==> src/rtl/counter_event_log.sv <==
// -----------------------------------------------------------------------------
// counter_event_log
//   Timestamped event logger that sits downstream of counter #1. It watches
//   the count==00 and count==80 flags. When a flag event occurs, it writes
//   {event code, count, timestamp} into a show-ahead FIFO. The host drains
//   the FIFO with a one-cycle pop strobe.
//
//   Entry layout:
//     [31:30] code   01 = eq00, 10 = eq80, 11 = both in the same cycle
//     [29:24] zero
//     [23:16] count value in the event cycle
//     [15:0]  timestamp in the event cycle (value before that cycle's tick)
//
// Parameters
//   DEPTH_LOG2   FIFO depth is 2**DEPTH_LOG2 entries (legal range 2..8)
//   EDGE_DETECT  1: log flag rising edges; 0: log every cycle a flag is high
//
// Ports
//   clk1        board clock; all logic runs on posedge
//   reset1      synchronous, active-high reset
//   count       counter #1 value
//   evt_eq00    count==00 flag (level)
//   evt_eq80    count==80 flag (level)
//   evt_tick    one-cycle tick that advances the timestamp
//   enable      1: events may be written to the FIFO
//   pop         one-cycle strobe that discards the head entry
//   clear       one-cycle strobe that flushes the FIFO and zeroes ts/overflow
//   rd_data     head entry; 0 when the FIFO is empty
//   rd_valid    FIFO is non-empty
//   level       number of entries held
//   overflow    sticky: an event was dropped while the FIFO was full
//   drop_count  (EVT_LOG_DROPCOUNT_EN only) saturating count of dropped events
//
// Configuration
//   Define EVT_LOG_DROPCOUNT_EN to add the drop_count output.
// -----------------------------------------------------------------------------
module counter_event_log #(
  parameter int DEPTH_LOG2  = 4,
  parameter bit EDGE_DETECT = 1'b1
) (
  input  logic                  clk1,
  input  logic                  reset1,
  input  logic [7:0]            count,
  input  logic                  evt_eq00,
  input  logic                  evt_eq80,
  input  logic                  evt_tick,
  input  logic                  enable,
  input  logic                  pop,
  input  logic                  clear,
  output logic [31:0]           rd_data,
  output logic                  rd_valid,
  output logic [DEPTH_LOG2:0]   level,
  output logic                  overflow
`ifdef EVT_LOG_DROPCOUNT_EN
  ,
  output logic [7:0]            drop_count
`endif
);

  localparam int                 DEPTH      = 2 ** DEPTH_LOG2;
  localparam logic [DEPTH_LOG2:0] FULL_LEVEL = (DEPTH_LOG2 + 1)'(DEPTH);

  logic [31:0]           mem [DEPTH];
  logic [DEPTH_LOG2-1:0] wr_ptr;
  logic [DEPTH_LOG2-1:0] rd_ptr;
  logic [15:0]           ts;
  logic                  prev_eq00;
  logic                  prev_eq80;

  logic                  hit00;
  logic                  hit80;
  logic                  is_event;
  logic                  is_full;
  logic                  is_empty;
  logic                  do_pop;
  logic                  accept;
  logic                  do_write;
  logic                  do_drop;
  logic [31:0]           entry;

  assign hit00    = EDGE_DETECT ? (evt_eq00 & ~prev_eq00) : evt_eq00;
  assign hit80    = EDGE_DETECT ? (evt_eq80 & ~prev_eq80) : evt_eq80;
  assign is_event = hit00 | hit80;
  assign is_full  = (level == FULL_LEVEL);
  assign is_empty = (level == '0);

  // A pop on an empty FIFO is ignored. That way, an event written in the same
  // cycle is not popped before it becomes visible.
  assign do_pop   = pop & ~is_empty;
  assign accept   = is_event & enable;
  // When the FIFO is full, a pop in the same cycle frees the slot the write needs.
  assign do_write = accept & (~is_full | do_pop);
  assign do_drop  = accept & is_full & ~do_pop;
  assign entry    = {hit80, hit00, 6'b0, count, ts};

  assign rd_valid = ~is_empty;
  assign rd_data  = rd_valid ? mem[rd_ptr] : 32'h0;

  // NOTE: state registers use non-blocking assignments only. All flops then
  // sample pre-edge values, so there are no ordering races between blocks.
  always_ff @(posedge clk1) begin
    if (reset1) begin
      wr_ptr    <= '0;
      rd_ptr    <= '0;
      level     <= '0;
      ts        <= '0;
      overflow  <= 1'b0;
      // If a flag is already high when reset releases, it must not be logged.
      prev_eq00 <= 1'b1;
      prev_eq80 <= 1'b1;
    end else begin
      // The edge history follows the inputs even during clear and while
      // logging is disabled.
      prev_eq00 <= evt_eq00;
      prev_eq80 <= evt_eq80;
      if (clear) begin
        wr_ptr   <= '0;
        rd_ptr   <= '0;
        level    <= '0;
        ts       <= '0;
        overflow <= 1'b0;
      end else begin
        if (evt_tick) ts     <= ts + 16'd1;
        if (do_write) wr_ptr <= wr_ptr + DEPTH_LOG2'(1);
        if (do_pop)   rd_ptr <= rd_ptr + DEPTH_LOG2'(1);
        case ({do_write, do_pop})
          2'b10:   level <= level + (DEPTH_LOG2 + 1)'(1);
          2'b01:   level <= level - (DEPTH_LOG2 + 1)'(1);
          default: level <= level;
        endcase
        if (do_drop) overflow <= 1'b1;
      end
    end
  end

  // NOTE: the storage array has no reset. Pointers and level decide what is
  // valid, and rd_data is forced to zero while the FIFO is empty.
  always_ff @(posedge clk1) begin
    if (!reset1 && !clear && do_write) mem[wr_ptr] <= entry;
  end

`ifdef EVT_LOG_DROPCOUNT_EN
  // If both flags are dropped in one cycle, that counts as a single drop.
  always_ff @(posedge clk1) begin
    if (reset1 || clear) begin
      drop_count <= 8'h00;
    end else if (do_drop && drop_count != 8'hFF) begin
      drop_count <= drop_count + 8'd1;
    end
  end
`endif

endmodule

==> config.mk <==
export PLATFORM = sky130hd
export DESIGN_NAME = counter_event_log
export DESIGN_NICKNAME = d
export VERILOG_FILES = /design/src/rtl/counter_event_log.sv
export SDC_FILE = /design/constraint.sdc
export NUM_CORES = 1
export LEC_CHECK = 0
export BUFFER_PORTS_ARGS = -buffer_cell sky130_fd_sc_hd__buf_2
export CAP_MARGIN = 10
export CORE_ASPECT_RATIO = 0.6
export CORE_MARGIN = 5
export CORE_UTILIZATION = 40
export CTS_BUF_LIST = sky130_fd_sc_hd__clkbuf_4 sky130_fd_sc_hd__clkbuf_8 sky130_fd_sc_hd__clkbuf_16
export DETAILED_ROUTE_END_ITERATION = 6
export GPL_TIMING_DRIVEN = 0
export PLACE_DENSITY = 0.6
export SLEW_MARGIN = 15
export SYNTH_ARGS = -nofsm -noshare
export SYNTH_HDL_FRONTEND = slang
export SYNTH_SLANG_ARGS = --single-unit
==> constraint.sdc <==
create_clock -name clk1 -period 4.65 [get_ports clk1]
set_input_delay 0.2325 -clock clk1 [delete_from_list [all_inputs] [get_ports clk1]]
set_output_delay 0.2325 -clock clk1 [all_outputs]
set_load 0.05 [all_outputs]
# --- After elaboration in Yosys (flattened, before gate mapping) ---
# Memories as Yosys holds them, arrays and structs flattened. A register that Yosys moved wholly into a read port is not among the register bits.
# Cells that the tools add are included.
classes:
  n_mux: 6
  reduce_logical: 7
  bitwise_logic: 14
  addsub: 5
  eq_ne: 3
op_table:
  columns: ["cell", "n"]
  rows:
  - ["2-to-1 mux 32 bit", 1]
  - ["adder 16 x 1 -> 16 bit, second input constant", 1]
  - ["one-hot mux 5 bit (2 select lines)", 1]
  - ["adder 4 x 1 -> 4 bit, second input constant", 2]
  - ["2-to-1 mux 4 bit", 2]
  - ["bitwise AND 1 bit", 7]
  - ["adder 5 x 1 -> 5 bit, second input constant", 1]
  - ["== test 5 bit, second input constant", 1]
  - ["logical NOT 5 bit", 1]
  - ["inverter 1 bit", 5]
  - ["subtractor 5 x 1 -> 5 bit, second input constant", 1]
  - ["== test 2 x 1 -> 1 bit, second input constant", 1]
  - ["== test 2 bit, second input constant", 1]
  - ["logical AND 1 bit", 2]
  - ["logical NOT 1 bit", 2]
  - ["2-to-1 mux 1 bit", 2]
  - ["bitwise OR 1 bit", 2]
  - ["nonzero test 2 bit", 1]
  - ["OR reduction 2 bit", 1]
word_totals:
  memories: 1
  out_inout_bits: 39
  ram_bits: 416
  elab_cells: 43
  input_bits: 16
  register_bits: 32
memory_table:
  columns: ["name", "words", "word_bits", "read_ports", "rd_ports_with_merged_regs", "write_ports", "line_no", "rtl"]
  rows:
  - ["mem", 16, 26, 1, 1, 1, "63", "logic [31:0] mem [DEPTH];"]

# --- Longest topological paths before layout ---
logic_depth:
  word_depth: 8
  depth_mapped: 10
  depth_no_buf: 10

# --- Least setup slack after synthesis ---
# Ideal clock, no wire load.
synth_path:
  kind: "flip-flop to flip-flop"
  start: "register level[0]"
  end: "memory mem[0][0] (netlist bit), enable pin"
  setup_time_ns: 0.442
  t_arrival_ns: 3.245
  t_required_ns: 4.208
  synth_period_minus_slack_ns: 3.687
  stages_incl_launch_ff: 6
  setup_slack_ns: 0.963
  n_path_buf: 0
  path_cell_list: "dfxtp_1 or4_4 nor3b_2 nor2_1 nand3_1 nor3_1"
synth_between:
  elab_chain_cells: 8
  word_cells_on_any_way: 10
  cone_classes: "1 x eq/ne; 2 x mux; 5 x bitwise; 2 x reduce/logical"
synth_lines:
  columns: ["item", "line_no", "rtl"]
  rows:
  - ["start, declared", "52", "output logic [DEPTH_LOG2:0] level,"]
  - ["start signal, assigned", "127", "2'b10: level <= level + (DEPTH_LOG2 + 1)'(1);"]
  - ["start signal, assigned", "128", "2'b01: level <= level - (DEPTH_LOG2 + 1)'(1);"]
  - ["start signal, assigned", "129", "default: level <= level;"]
  - ["logical NOT 5 bit", "85", "assign is_empty = (level == '0);"]
  - ["inverter 1 bit", "89", "assign do_pop = pop & ~is_empty;"]
  - ["bitwise AND 1 bit", "89", null]
  - ["bitwise OR 1 bit *", "92", "assign do_write = accept & (~is_full | do_pop);"]
  - ["bitwise AND 1 bit *", "92", null]
  - ["logical AND 1 bit *", "139", "if (!reset1 && !clear && do_write) mem[wr_ptr] <= entry;"]
  - ["2-to-1 mux 1 bit *", "139", null]
  - ["2-to-1 mux 1 bit (not written as such) *", "139", null]
  - ["end, declared", "63", null]
# Mark *: on every way between the ends. The rest lies on a longest branch, timed or not.

==> run metrics <==
outcome complete, no violations; DRC 0; pwr/cell area 392 mW/mm²; number of global-route vias before repair 8637; Internal Power 6.39 mW; DIE HEIGHT 172 µm; worst skew pair latency 0.54 ns; Cell Area, Synth 0.0175 mm²; Main synth FF type edfxtp_1; post-route cell area 0.0203 mm²; post-synthesis xor/xnor area fraction 0.0105; Reg-to-Reg Start prev_eq00$_SDFF_PP1_; maximum vdd drop 0.324 mV; most common cell after layout, fill and taps aside edfxtp_1; Final Max Slew Viols 0; FFs w/ async S/R, synth 0; adder-cell share of the synthesized area 0.00759; part of the power in combinational logic 0.024; First-pass DRT Iterations 5; setup TNS 0 ns; Period minus WS final 3.53 ns; dpl cells 1500; GPL Wtd Cong 0.743; max_cap viols 0; # hold bufs at CTS 4; Worst Path Required 4.42 ns; NetSw 1.57 mW; Sw Share 0.197; final cycle utilization of the critical path 0.759; port bufs 47; Avg Vias per Cell 5.43; fmax 283 MHz; mux contribution to synthesized area 0.164; Worst slew margin 0.261; DRT iter0 DRCs 754; commonest cells after routing, fill and taps aside edfxtp_1, mux4_2, buf_2; Hold EP mem[5][16]$_DFFE_PP_; unrepaired setup endpoints after global routing false; FF-to-FF End mem[0][1]$_DFFE_PP_; Ant. Diodes 0; Unique masters post-synth 39; clock-pin slew on the worst setup and hold paths 0.07 ns; Least-Margin Pin Slew 1.11 ns; Syn. warnings 0; Placed Area 0.0190 mm²; WL per Instance 25.4 µm; FF+latch count, synth 452; initial cell density of the core 0.404; Cell Count, Final, Fillers Out 1575; via count 8547; Synth Area in Simple Gates 0.0293; Final HPWL DP 25600 µm; DIE WIDTH 280 µm; num ports 55; Max Root-Sink Buffers 3; Clock Skew 0.0143 ns; Hold Path Class input port to register; total leakage power 6.41 nW; H-tree depth 2; Cells after Synth 843; Critical Path End Type primary output; Seq/Total Area, Yosys 0.757; largest net degree at the start of global routing 22; Clk pwr share 0.422; global-route wire length before repair 59000 µm; grt total ovfl 0; Core Rows 59; core area 0.0433 mm²; initial antenna violation count 0; Post-synth EDFFs 416; r2r worst-path depth 6; sequential share of power 0.554; Area growth, synth to finish 16.3%; TritonCTS clock tree done; TritonCTS Buffers 41; GR Util All Layers 0.168; Fill cells 3600; startpoint types register; Hold Path Depth 1; Crit Path Class register to primary output; Worst R2R Setup Slack 1.49 ns; worst hold start count[0]; syn avg cell area 20.7 µm²; layout cells sized above 1 0.293; area fraction in compound gates after synthesis 0.0173; final hold slack 0.0728 ns; Post-DRT Antenna Nets 0; final net count 994; die area 0.0481 mm²; drt total wl 40000 µm; CTS Root Cell clkbuf_16; CP max FO 10; Finished Core Util 0.469; post-cts sizing count 0; Sink Count 452; Post-CTS Setup Bufs 0; WP data arrival 3.30 ns; Setup Viol. Count Final 0; main combinational cell family by area after synthesis multiplexers; endpoints failing hold 0
-- worst max path at each step --
stage	cells after the start	to	start
2_1_floorplan	5	mem[0][0]$_DFFE_PP_	level[0]$_SDFFE_PP0P_
3_3_place_gp	5	mem[1][17]$_DFFE_PP_	prev_eq00$_SDFF_PP1_
3_5_place_dp	6	mem[0][17]$_DFFE_PP_	prev_eq00$_SDFF_PP1_
4_1_cts	7	rd_data[15]	register
5_1_grt	7	rd_data[15]	register
6_report	7	rd_data[4]	register
-- cell usage after synthesis (all sizes together) (4+ instances only) --
cell type  instances  area [µm²]
nor3              11        60.1
ha                 9         113
o22ai             26         163
edfxtp           416       12500
dfxtp             36         721
o21ai              8        40.0
nand3             14        70.1
clkbuf            14        52.6
xnor2              9        78.8
or2                4        25.0
buf               33         175
mux2i             53         531
nand4              6        37.5
xor2              12         105
nand2             11        43.8
mux4             104        2340
inv                5        18.8
a21oi             10        50.1
nor2              39         146
-- metrics by stage --
step | setup WS [ns] | total power [mW]
2_1_floorplan | 0.963 | 4.62
3_3_place_gp | -1.55 | 4.68
3_5_place_dp | 1.54 | 4.69
4_1_cts | 1.09 | 8.03
5_1_grt | 0.975 | 8.24
6_report | 1.12 | 7.96
-- sequential cells by signal (all words and copies together), names as in the netlist, named ones only --
| register | flops |
|---|---|
| mem | 416 |
| ts | 16 |
| level | 5 |
| rd_ptr | 4 |
| wr_ptr | 4 |
| overflow | 1 |
| prev_eq00 | 1 |
| prev_eq80 | 1 |
-- final cells by class --
class	count	area [µm²]	area share
well taps	579	724	0.0357
clock buffers	47	1070	0.0527
plain buffers	47	228	0.0112
clock inverters	24	243	0.0120
multi-input cells	344	4140	0.204
flip-flops and latches	452	13200	0.651
repair buffers	77	674	0.0332
inverters	5	18.8	0.000924
-- power groups by stage --
stage | Sequential, mW | Clock, mW | Combinational, mW
after detailed placement | 4.49 | 0 | 0.193
after global routing | 4.40 | 3.63 | 0.209
final | 4.41 | 3.36 | 0.195
after global placement | 4.49 | 0 | 0.189
after floorplan | 4.50 | 0 | 0.124
after CTS | 4.40 | 3.43 | 0.196
-- kinds of logic (layout without fill, tap and decap cells) --
kind of cell / after synthesis / count (layout)
xor+xnor: 21 / 21
flops: 452 / 452
compound gates: 49 / 49
mux: 157 / 157
other cells: 1 / 6
fa+ha+maj: 10 / 10
simple gates: 101 / 101
buf+inv: 52 / 200
-- layer usage --
layer / part of all wire / vias up / GRT usage / routed length (µm)
met5: 0 / - / 0 / 0
met1: 0.48 / 4566 / 0.261 / 19300
met2: 0.45 / 247 / 0.252 / 18100
met4: 0.011 / 0 / 0.0289 / 455
met3: 0.054 / 37 / 0.0331 / 2170
li1: - / 3697 / - / -
-- worst max-delay path: stages (launching register included) --
cell	delay, ns
dfxtp_1	0.30
clkbuf_1	0.18
buf_2	0.36
buf_1	0.83
mux4_2	0.39
mux2i_1	0.09
o22ai_1	0.27
buf_2	0.32
No activity file was read; power rests on OpenSTA's default activity.
